$ cat src/rtl/median9_seq_if.sv
// median9_seq_if: window-load strobes, sort request and median/adaptive results
interface median9_seq_if #(parameter int DATA_W = 8);
    logic [DATA_W-1:0] pix_in;
    logic              ld_en;
    logic [3:0]        ld_idx;
    logic              start;
    logic              busy;
    logic              done;
    logic [DATA_W-1:0] median_out;
    logic [DATA_W-1:0] pix_out;
    logic              impulse;
    modport master (output pix_in, ld_en, ld_idx, start,
                    input  busy, done, median_out, pix_out, impulse);
    modport slave  (input  pix_in, ld_en, ld_idx, start,
                    output busy, done, median_out, pix_out, impulse);
endinterface

$ cat src/rtl/median9_seq.sv
// median9_seq: 3x3 window median via 9-phase odd-even transposition sort,
// with salt-and-pepper replacement of impulse centre pixels
module median9_seq #(parameter int DATA_W = 8) (
    input logic          clock,
    input logic          reset,
    median9_seq_if.slave bus
);
    typedef enum logic [1:0] {IDLE, SORT, FINISH} state_t;
    state_t            state, state_nxt;
    logic [DATA_W-1:0] win [9];
    logic [DATA_W-1:0] nxt [9];
    logic [DATA_W-1:0] centre_raw, median_q, pix_q;
    logic [3:0]        phase_cnt;
    logic              busy_q, done_q, impulse_q, impulse_nxt;
    always_comb begin
        state_nxt = (state == IDLE && bus.start)           ? SORT   :
                    (state == SORT && phase_cnt == 4'd8)   ? FINISH :
                    (state == FINISH)                      ? IDLE   : state;
        impulse_nxt = (centre_raw == '0) || (centre_raw == '1);
    end
    // pairs are disjoint within a phase, so sequential writes never collide
    always_comb begin
        nxt = win;
        for (int i = 0; i < 8; i++)
            if (i[0] == phase_cnt[0] && win[i] > win[i+1]) begin
                nxt[i]   = win[i+1];
                nxt[i+1] = win[i];
            end
    end
    always_ff @(posedge clock) begin
        if (reset) begin
            state      <= IDLE;
            for (int i = 0; i < 9; i++) win[i] <= '0;
            centre_raw <= '0;
            median_q   <= '0;
            pix_q      <= '0;
            phase_cnt  <= '0;
            busy_q     <= 1'b0;
            done_q     <= 1'b0;
            impulse_q  <= 1'b0;
        end else begin
            state  <= state_nxt;
            done_q <= state == FINISH;
            if (state == IDLE && bus.ld_en && bus.ld_idx < 4'd9) begin
                win[bus.ld_idx] <= bus.pix_in;
                if (bus.ld_idx == 4'd4) centre_raw <= bus.pix_in;
            end
            if (state == IDLE && bus.start) begin
                phase_cnt <= '0;
                busy_q    <= 1'b1;
            end
            if (state == SORT) begin
                win       <= nxt;
                phase_cnt <= phase_cnt + 4'd1;
            end
            if (state == FINISH) begin
                median_q  <= win[4];
                impulse_q <= impulse_nxt;
                pix_q     <= impulse_nxt ? win[4] : centre_raw;
                busy_q    <= 1'b0;
            end
        end
    end
    assign bus.busy       = busy_q;
    assign bus.done       = done_q;
    assign bus.median_out = median_q;
    assign bus.pix_out    = pix_q;
    assign bus.impulse    = impulse_q;
endmodule

$ cat src/flat_wrapper.sv
// flat-port wrapper written by rule: the top's interface ports become plain ports
module median9_seq_flat 
#(parameter int DATA_W = 8)
  (clock, reset, bus_pix_in, bus_ld_en, bus_ld_idx, bus_start, bus_busy, bus_done, bus_median_out, bus_pix_out, bus_impulse);
  median9_seq_if #(.DATA_W(DATA_W)) bus_i ();
  input logic clock;
  input logic reset;
  input wire logic [$bits(bus_i.pix_in)-1:0] bus_pix_in;
  input wire logic [$bits(bus_i.ld_en)-1:0] bus_ld_en;
  input wire logic [$bits(bus_i.ld_idx)-1:0] bus_ld_idx;
  input wire logic [$bits(bus_i.start)-1:0] bus_start;
  output wire logic [$bits(bus_i.busy)-1:0] bus_busy;
  output wire logic [$bits(bus_i.done)-1:0] bus_done;
  output wire logic [$bits(bus_i.median_out)-1:0] bus_median_out;
  output wire logic [$bits(bus_i.pix_out)-1:0] bus_pix_out;
  output wire logic [$bits(bus_i.impulse)-1:0] bus_impulse;
  assign bus_i.pix_in = bus_pix_in;
  assign bus_i.ld_en = bus_ld_en;
  assign bus_i.ld_idx = bus_ld_idx;
  assign bus_i.start = bus_start;
  assign bus_busy = bus_i.busy;
  assign bus_done = bus_i.done;
  assign bus_median_out = bus_i.median_out;
  assign bus_pix_out = bus_i.pix_out;
  assign bus_impulse = bus_i.impulse;
  median9_seq #(.DATA_W(DATA_W)) u_core (.clock(clock), .reset(reset), .bus(bus_i));
endmodule
$ cat config.mk
export PLATFORM = sky130hd
export DESIGN_NAME = median9_seq_flat
export DESIGN_NICKNAME = d
export VERILOG_FILES = /design/src/rtl/median9_seq_if.sv /design/src/rtl/median9_seq.sv /design/src/flat_wrapper.sv
export SDC_FILE = /design/constraint.sdc
export NUM_CORES = 1
export LEC_CHECK = 0
export ABC_AREA = 1
export CAP_MARGIN = 10
export CORE_MARGIN = 4
export CORE_UTILIZATION = 28
export DETAILED_ROUTE_END_ITERATION = 16
export PLACE_DENSITY = 0.43
export RECOVER_POWER = 25
export SETUP_SLACK_MARGIN = 0.3
export SLEW_MARGIN = 20
export SYNTH_ARGS = -nofsm -noshare
export SYNTH_HDL_FRONTEND = slang
export SYNTH_SLANG_ARGS = --single-unit
$ cat constraint.sdc
create_clock -name clock -period 4.1 [get_ports clock]
set_input_delay 0.82 -clock clock [delete_from_list [all_inputs] [get_ports clock]]
set_output_delay 0.82 -clock clock [all_outputs]
set_load 0.01 [all_outputs]
# [Word-level counts from Yosys, hierarchy flattened]
# Index checks and enable logic that the tools add are counted.
[op_classes] add_sub_neg=1 mul=0 div_mod_pow=0 order_cmp=11 eq_ne=14 shift=0 muxes=19 bitwise=2 reduce_logical=32
[op_table] operator="72-bit two-way mux" count=2
[op_table] operator="16-bit two-way mux" count=8
[op_table] operator="72-bit bitwise mux" count=1
[op_table] operator="8-bit > comparator" count=8
[op_table] operator="8-bit demux with 4-bit select" count=1
[op_table] operator="3-bit inequality test (second input constant)" count=7
[op_table] operator="2-bit AND reduction" count=10
[op_table] operator="8-bit two-way mux" count=2
[op_table] operator="1-bit logical AND" count=13
[op_table] operator="8-bit == test (second input constant)" count=1
[op_table] operator="8-bit logical NOT" count=1
[op_table] operator="4-bit two-way mux" count=2
[op_table] operator="2-bit nonzero test" count=3
[op_table] operator="5-bit greater-or-equal comparator (second input constant)" count=1
[op_table] operator="5-bit by 1-bit less-than comparator with 1-bit output (second input constant)" count=1
[op_table] operator="4-bit NOT with 5-bit output" count=1
[op_table] operator="4-bit by 1-bit adder with 4-bit output (second input constant)" count=1
[op_table] operator="4-bit by 3-bit == test with 1-bit output (second input constant)" count=1
[op_table] operator="4-bit == test (second input constant)" count=1
[op_table] operator="4-bit less-than comparator (second input constant)" count=1
[op_table] operator="2-bit two-way mux" count=2
[op_table] operator="2-bit inequality test (second input constant)" count=2
[op_table] operator="2-bit OR reduction" count=2
[op_table] operator="3-bit nonzero test" count=1
[op_table] operator="6 further kinds" count=6
[totals] register_bits=105 latch_bits=0 ram_bits=0 mem_bits_ro=0 elab_cells=97 n_memories=0

# [Longest topological paths before layout]
# Gate-level depths: netlist (run 1).
[depth] word_depth=11 ltp_mapped=16

# [Worst setup path after synthesis (run 1)]
# Ideal clock, no wire load.
[synth_timing] kind="input -> register" startpoint="input port bus_ld_idx[1]" endpoint="register u_core.win[70] (netlist bit)" setup_ns=0.115 t_arrival_ns=1.932 required_time_ns=3.985 path_slack_ns=2.053 stages=10 path_buffers=2 path_cell_list="buf_4 > nor2_8 > nand2_4 > a21oi_4 > nor2_8 > nor2_4 > buf_2 > nand3_1 > nand2_1 > nor2_1"
[synth_via] elab_chain_cells=8 elab_cells_between_ends=13
[synth_lines] element="start: declaration" line="flat_wrapper.sv:10" rtl="input wire logic [$bits(bus_i.ld_idx)-1:0] bus_ld_idx;"
[synth_lines] element="4-bit NOT with 5-bit output (implied by the code)" line="median9_seq.sv:45" rtl="win[bus.ld_idx] <= bus.pix_in;"
[synth_lines] element="5-bit greater-or-equal comparator (implied by the code) / 5-bit by 1-bit less-than comparator with 1-bit output (equally long branches)" line="median9_seq.sv:45"
[synth_lines] element="1-bit logical AND (implied by the code)" line="median9_seq.sv:45"
[synth_lines] element="8-bit two-way mux (implied by the code)" line="median9_seq.sv:45"
[synth_lines] element="8-bit demux with 4-bit select" line="median9_seq.sv:45"
[synth_lines] element="72-bit bitwise mux" line="median9_seq.sv:45"
[synth_lines] element="72-bit two-way mux" line="median9_seq.sv:44" rtl="if (state == IDLE && bus.ld_en && bus.ld_idx < 4'd9) begin"
[synth_lines] element="72-bit two-way mux" line="median9_seq.sv:52" rtl="if (state == SORT) begin"
[synth_lines] element="end signal: indexed assignment" line="median9_seq.sv:45"
[synth_lines] element="end signal: assignment" line="median9_seq.sv:53" rtl="win <= nxt;"
[synth_lines] element="end: declaration" line="median9_seq.sv:10" rtl="logic [DATA_W-1:0] win [9];"
# Parallel ways exist; a longest one is shown, timed or not. The select of a mux whose other input is x is not followed.
# A chain may end at the register's enable or synchronous reset.

# [Worst setup path after layout (run 1)]
[layout_timing] startpoint="input port bus_ld_idx[0]" endpoint="register u_core.win[33] (netlist bit)"
# Same word-level chain as after synthesis.

==> results of run 1 <==
-- sequential cells by signal, summed over array words and instances (netlist names) --
register and count:
u_core.centre_raw 8, u_core.bus.pix_out 8, u_core.phase_cnt 4, u_core.bus.done 1
u_core.win 72, u_core.bus.median_out 8, u_core.bus.impulse 1, u_core.state 2
u_core.bus.busy 1
-- per-stage QoR --
stage	instances	cell area, um^2	hold WS (ns)	utilization, %
finish	1646	8830	0.451	31.8
global route	1646	8830	0.473	31.8
CTS	1646	8850	0.461	31.9
detailed placement	1630	8540	0.447	30.8
global placement	1630	8540	0.442	30.8
floorplan	1251	7910	0.464	-
-- Yosys cell counts --
master	n
inv_4	1
buf_2	15
nand2_1	333
nor2_4	1
nand3_2	4
o21ai_0	26
nor2_1	181
nand4_1	8
a211oi_1	1
nor4_1	3
nand3_1	193
nand2_4	5
nor2_8	3
inv_1	121
buf_6	10
nor2_2	24
nor4_4	1
dfxtp_1	105
a21oi_2	9
clkbuf_1	16
nand2_2	4
a21o_1	7
o22ai_1	5
a31o_2	1
o21ai_1	8
a21oi_1	77
ha_1	66
o211ai_1	3
inv_2	5
buf_4	6
a21oi_4	6
a21boi_1	1
o21a_1	2
-- cell type report --
cell class / instances / area [um^2]
clock inverter: 6 / 66.3
sequential: 105 / 2100
multi-input combinational: 972 / 5010
timing repair buffer: 48 / 458
tap: 378 / 473
inverter: 127 / 479
clock buffer: 10 / 239
fill: 3167 / 19000
-- worst reg2reg max path: cells and delay by family, from the launching register on --
family	cells	cell delay [ns]
simple gates	7	1.01
compound gates	2	0.60
flops	1	0.47
fa+ha+maj	1	0.34
buf+inv	1	0.20
-- layer usage --
metal,vias up,share of wire [%],track usage (%),wire length [um]
li1,4084,-,-,-
met1,3525,49,24.1,13000
met2,138,46,28.4,12200
met3,33,3.8,2.51,1020
met4,2,1.8,4.61,490
met5,-,0.075,0,20
-- worst max-delay path by stage --
| stage | startpoint | endpoint | slack, ns | cells past startpoint |
|---|---|---|---|---|
| final | bus_ld_idx[0] | u_core.win[33]$_SDFFE_PP0P_ | 1.36 | 6 |
| after detailed placement | bus_ld_idx[0] | u_core.win[38]$_SDFFE_PP0P_ | 0.97 | 6 |
| after floorplan | bus_ld_idx[1] | u_core.win[70]$_SDFFE_PP0P_ | 2.05 | 10 |
| after global routing | u_core.win[37]$_SDFFE_PP0P_ | u_core.win[35]$_SDFFE_PP0P_ | 1.12 | 11 |
| after global placement | bus_ld_idx[0] | u_core.win[33]$_SDFFE_PP0P_ | 1.02 | 6 |
| after CTS | bus_ld_idx[0] | u_core.win[39]$_SDFFE_PP0P_ | 1.38 | 6 |
-- power breakdown --
part	internal, W	switching, W	total [W]
sequential	0.00113	0.000132	0.00126
combinational	0.000621	0.00147	0.00209
clock	0.000493	0.000441	0.000934
-- logic make-up (layout without fill, tap and decap cells) --
logic type / count (synthesis) / in the layout / synth area share (%)
and+or+nand+nor: 760 / 760 / 42.1
buffers and inverters: 174 / 191 / 9.77
AOI/OAI and AO/OA: 146 / 146 / 11.1
DFF: 105 / 105 / 26.6
adders and majority gates: 66 / 66 / 10.4
==> impl_metrics.yaml, run 1 <==
status:
  status: "complete, no violations"
setup_path:
  worstPathRequired_ns: 4.36
  arrival_ns: 3.00
  critPathSlowestCell: "clkdlybuf4s50_1"
  cp-end-kind: "flop"
  timing.rr.end: "u_core.win[33]$_SDFFE_PP0P_"
  r2r_start: "u_core.win[37]$_SDFFE_PP0P_"
  path_delay_family: "simple AND/OR/NAND/NOR gates"
  start_kind: "input port"
  cp_max_fo: 25
  ff2ff_path_depth: 11
  crit_top_cell: "nor2_1"
  reg2reg_slack_ns: 1.41
  critical_path_class: "in -> reg"
  crit_buf_inv: 1
  max_stage_delay_ns: 0.62
  worstPathCellList: "clkdlybuf4s50_1 > nor4_4 > nand2_2 > a21boi_1 > nor2_1 > nor2_1"
clocking:
  cts_setup_buffers: 0
  cts_tree: "built"
  cts.path.max_buffers: 2
  numClockSinks: 105
  htree_levels: 3
  cts-root-buf: "clkbuf_16"
  cts.clk_slew.worst_paths_ns: 0.08
  cts_hold_buf: 0
  ctsResizeCount: 0
  clk_latency_ns: 0.37
  numCtsBuffers: 9
worst_hold_path:
  hold_depth: 2
  hold_path.class: "reg -> reg"
  hp-start: "u_core.bus.pix_out[1]$_SDFFE_PP0P_"
  worstHoldEndpoint: "u_core.bus.pix_out[1]$_SDFFE_PP0P_"
timing:
  final.setup_skew_ns: 0.0149
  finalSetupViolCount: 0
  worstMarginPinSlew_ns: 0.719
  finalMaxSlewViolations: 0
  max_slew_margin_pct: 52.1
  layout_worst_path_cycle_share_pct: 66.9
  final.setup.worst_slack_ns: 1.36
  fin_setup_tns_ns: 0
  hold_viol_final: 0
  timing.final.crit_period_ns: 2.74
  fmaxAchievable_mhz: 365
  rsz0062_at_grt: "false"
logic_synthesis:
  yosysTopAreaCell: "dfxtp_1"
  synth.area.top_cells: "dfxtp_1 (27%), nand2_1 (16%), nand3_1 (12%)"
  synth_fp_nets: 1333
  ys_types: 33
  yosysWarnings: 0
  mappedNetlistArea_um2: 7910
  synthDominantCellAreaShare_pct: 26.6
  seq_area_frac_synth_pct: 26.6
  ys_ff_latch: 105
  syn_avg_cell_area_um2: 6.32
  netlist_instances: 1251
detailed_routing:
  antenna_left: 0
  drtIter0Drc: 610
  routed_wl_um: 26700
  routedWlPerCell_um: 16.3
  viasPerCell: 4.73
  via_count: 7782
  drc_errors: 0
  drt_pass1_iterations: 6
floorplanning:
  start_util_pct: 28.5
  die_y_um: 176
  io_pins: 35
  std_cell_rows: 61
  core-area_um2: 27800
  die_area_um2: 31000
  die_w_um: 176
layout:
  final_common_cell: "nand2_1"
  final_nets: 1345
  syn2layout_area_growth_pct: 11.7
  final_cell_mix: "nand2_1 (333), nand3_1 (193), nor2_1 (183), inv_1 (122), dfxtp_1 (105)"
  drive_gt1_share_pct: 7.18
  diodes: 0
flow_run:
  max_cap_violations: 0
power:
  peakVddDrop_uv: 478
  power_w: 0.00428
  leakage_nw: 4.12
  p_per_area_nw_per_um2: 485
grt:
  grt_pass1_vias: 7512
  grt_usage_pct: 17.4
  grt_pass1_wl_um: 42400
  grt_start_max_net_pins: 82
  antenna_found_initial: 1
  gr-total-overflow: 0
placed_design:
  place_worst_setup_slack_ns: 0.971
  portBuffers: 34
  hpwl_um: 19700
  routabilityCongestion: 0.784
Note: power is estimated with default switching activity, not from simulation.
==> inputs of run 2 (changes only) <==
- PLACE_DENSITY: 0.43 -> 0.45
- clock period: 4.1 -> 2.22 ns (I/O delays scaled with it)
==> impl_metrics.yaml, run 2 (synthesis gave the netlist of run 1 again) <==
status:
  status: "complete, no violations"
timing:
  hold_viol_final: 0
  finalSetupViolCount: 0
  max_slew_margin_pct: 47.3
  layout_worst_path_cycle_share_pct: 83.8
  final.setup.worst_slack_ns: 0.360
  whs_ns: 0.456
  fin_setup_tns_ns: 0
  finalMaxSlewViolations: 0
  final.setup_skew_ns: 0.0120
  rsz0062_at_grt: "true"
  fmaxAchievable_mhz: 538
  timing.final.crit_period_ns: 1.86
  worstMarginPinSlew_ns: 0.790
clocking:
  numCtsBuffers: 9
  clk_latency_ns: 0.37
  cts_tree: "built"
  numClockSinks: 105
  cts.path.max_buffers: 2
  htree_levels: 3
  cts-root-buf: "clkbuf_16"
  cts.clk_slew.worst_paths_ns: 0.08
floorplanning:
  die_area_um2: 31000
  std_cell_rows: 61
  core-area_um2: 27800
  die_y_um: 176
  start_util_pct: 28.5
  io_pins: 35
  die_w_um: 176
power:
  p_comb_share_pct: 58.6
  p_per_area_nw_per_um2: 937
  swShare_pct: 46.5
  switchingPower_w: 0.00456
  leakage_nw: 4.81
  internal_power_w: 0.00524
  power_frac_seq_pct: 23.6
  clkPwrFrac_pct: 17.7
  peakVddDrop_uv: 842
layout:
  diodes: 0
  largest-register: "u_core.win"
  drive_gt1_share_pct: 22.4
  syn2layout_area_growth_pct: 32.4
  fillers: 3022
  final_cell_mix: "nand2_1 (306), nand3_1 (190), nor2_1 (159), inv_1 (109), dfxtp_1 (74)"
  final_nets: 1437
  final_util_pct: 37.7
  final_common_cell: "nand2_1"
  largest_reg_flops: 72
worst_hold_path:
  hold_path.class: "reg -> reg"
setup_path:
  cp_max_fo: 8
  worstPathRequired_ns: 2.52
  arrival_ns: 2.16
  critical_path_class: "reg -> reg"
  start_kind: "flop"
  cp-end-kind: "flop"
grt:
  antenna_found_initial: 0
  grt_start_max_net_pins: 49
  grt_pass1_wl_um: 42400
  gr-total-overflow: 0
  grt_pass1_vias: 7788
  grt_usage_pct: 17.4
placed_design:
  routabilityCongestion: 0.832
  hpwl_um: 20300
  place_worst_setup_slack_ns: -0.0361
  portBuffers: 34
detailed_routing:
  drt_pass1_iterations: 5
  viasPerCell: 4.80
  drtIter0Drc: 517
  routed_wl_um: 27900
  via_count: 8344
  antenna_left: 0
  routedWlPerCell_um: 16.0
  drc_errors: 0
flow_run:
  max_cap_violations: 0
[run 2: area by class of cell]
cell class              instances  area [um^2]  share of cell area (%)
inverters                     127          479                    4.58
multi-input cells             976         5690                    54.4
clock inverters                 6         72.6                   0.693
clock buffers                   9          225                    2.15
repair buffers                136         1360                    13.0
flip-flops and latches        105         2160                    20.7
well taps                     378          473                    4.52
[run 2: timing repair]
| action | 4_1_cts | 5_1_grt |
|---|---|---|
| resized for setup | 18 | 182 |
| cloned | 1 | 6 |
| hold buffers | 0 | 0 |
| pin swaps | 1 | 55 |
| buffers inserted | 0 | 30 |
| endpoints found under the setup margin | 59 | 74 |
| endpoints found under the hold margin | 0 | 0 |
[run 2: layer usage]
metal	up-vias	GRT usage, %	wire length [um]
met5	-	0	0
met4	0	4.39	403
met3	31	2.29	992
met2	157	28.7	13200
met1	3863	24.0	13300
li1	4293	-	-
[run 2: per-stage QoR]
| step | std cells | power, W | area, um^2 |
|---|---|---|---|
| 2_1_floorplan | 1251 | 0.00516 | 7910 |
| 3_3_place_gp | 1685 | 0.00665 | 9060 |
| 3_5_place_dp | 1685 | 0.00666 | 9060 |
| 4_1_cts | 1701 | 0.00852 | 9410 |
| 5_1_grt | 1737 | 0.0105 | 10500 |
| 6_report | 1737 | 0.00980 | 10500 |
[run 2: power by group through the flow]
stage               logic, W  registers, W  clock network (W)
detailed placement   0.00433       0.00233                  0
global route         0.00631       0.00234            0.00186
floorplan            0.00291       0.00225                  0
global placement     0.00432       0.00233                  0
CTS                  0.00443       0.00230            0.00179
finish               0.00575       0.00232            0.00174
[run 2: worst paths after layout]
kind,endpoint,cells after the start,startpoint,slack (ns)
worst max-delay path,u_core.win[37]$_SDFFE_PP0P_,11,u_core.win[39]$_SDFFE_PP0P_,0.36
worst min-delay path,u_core.bus.pix_out[2]$_SDFFE_PP0P_,2,u_core.bus.pix_out[2]$_SDFFE_PP0P_,0.46
worst max register to register,u_core.win[37]$_SDFFE_PP0P_,11,u_core.win[39]$_SDFFE_PP0P_,0.36
worst min register to register,u_core.bus.pix_out[2]$_SDFFE_PP0P_,2,u_core.bus.pix_out[2]$_SDFFE_PP0P_,0.46
[run 2: worst max-delay path, stage by stage (launching register included)]
cell,delay (ns)
dfxtp_4,0.37
buf_4,0.15
ha_4,0.21
a21o_1,0.18
nor2_2,0.11
nand2_2,0.09
nand2_4,0.12
nand2_4,0.06
a21boi_1,0.13
buf_4,0.20
nor2_4,0.06
nor2_2,0.10
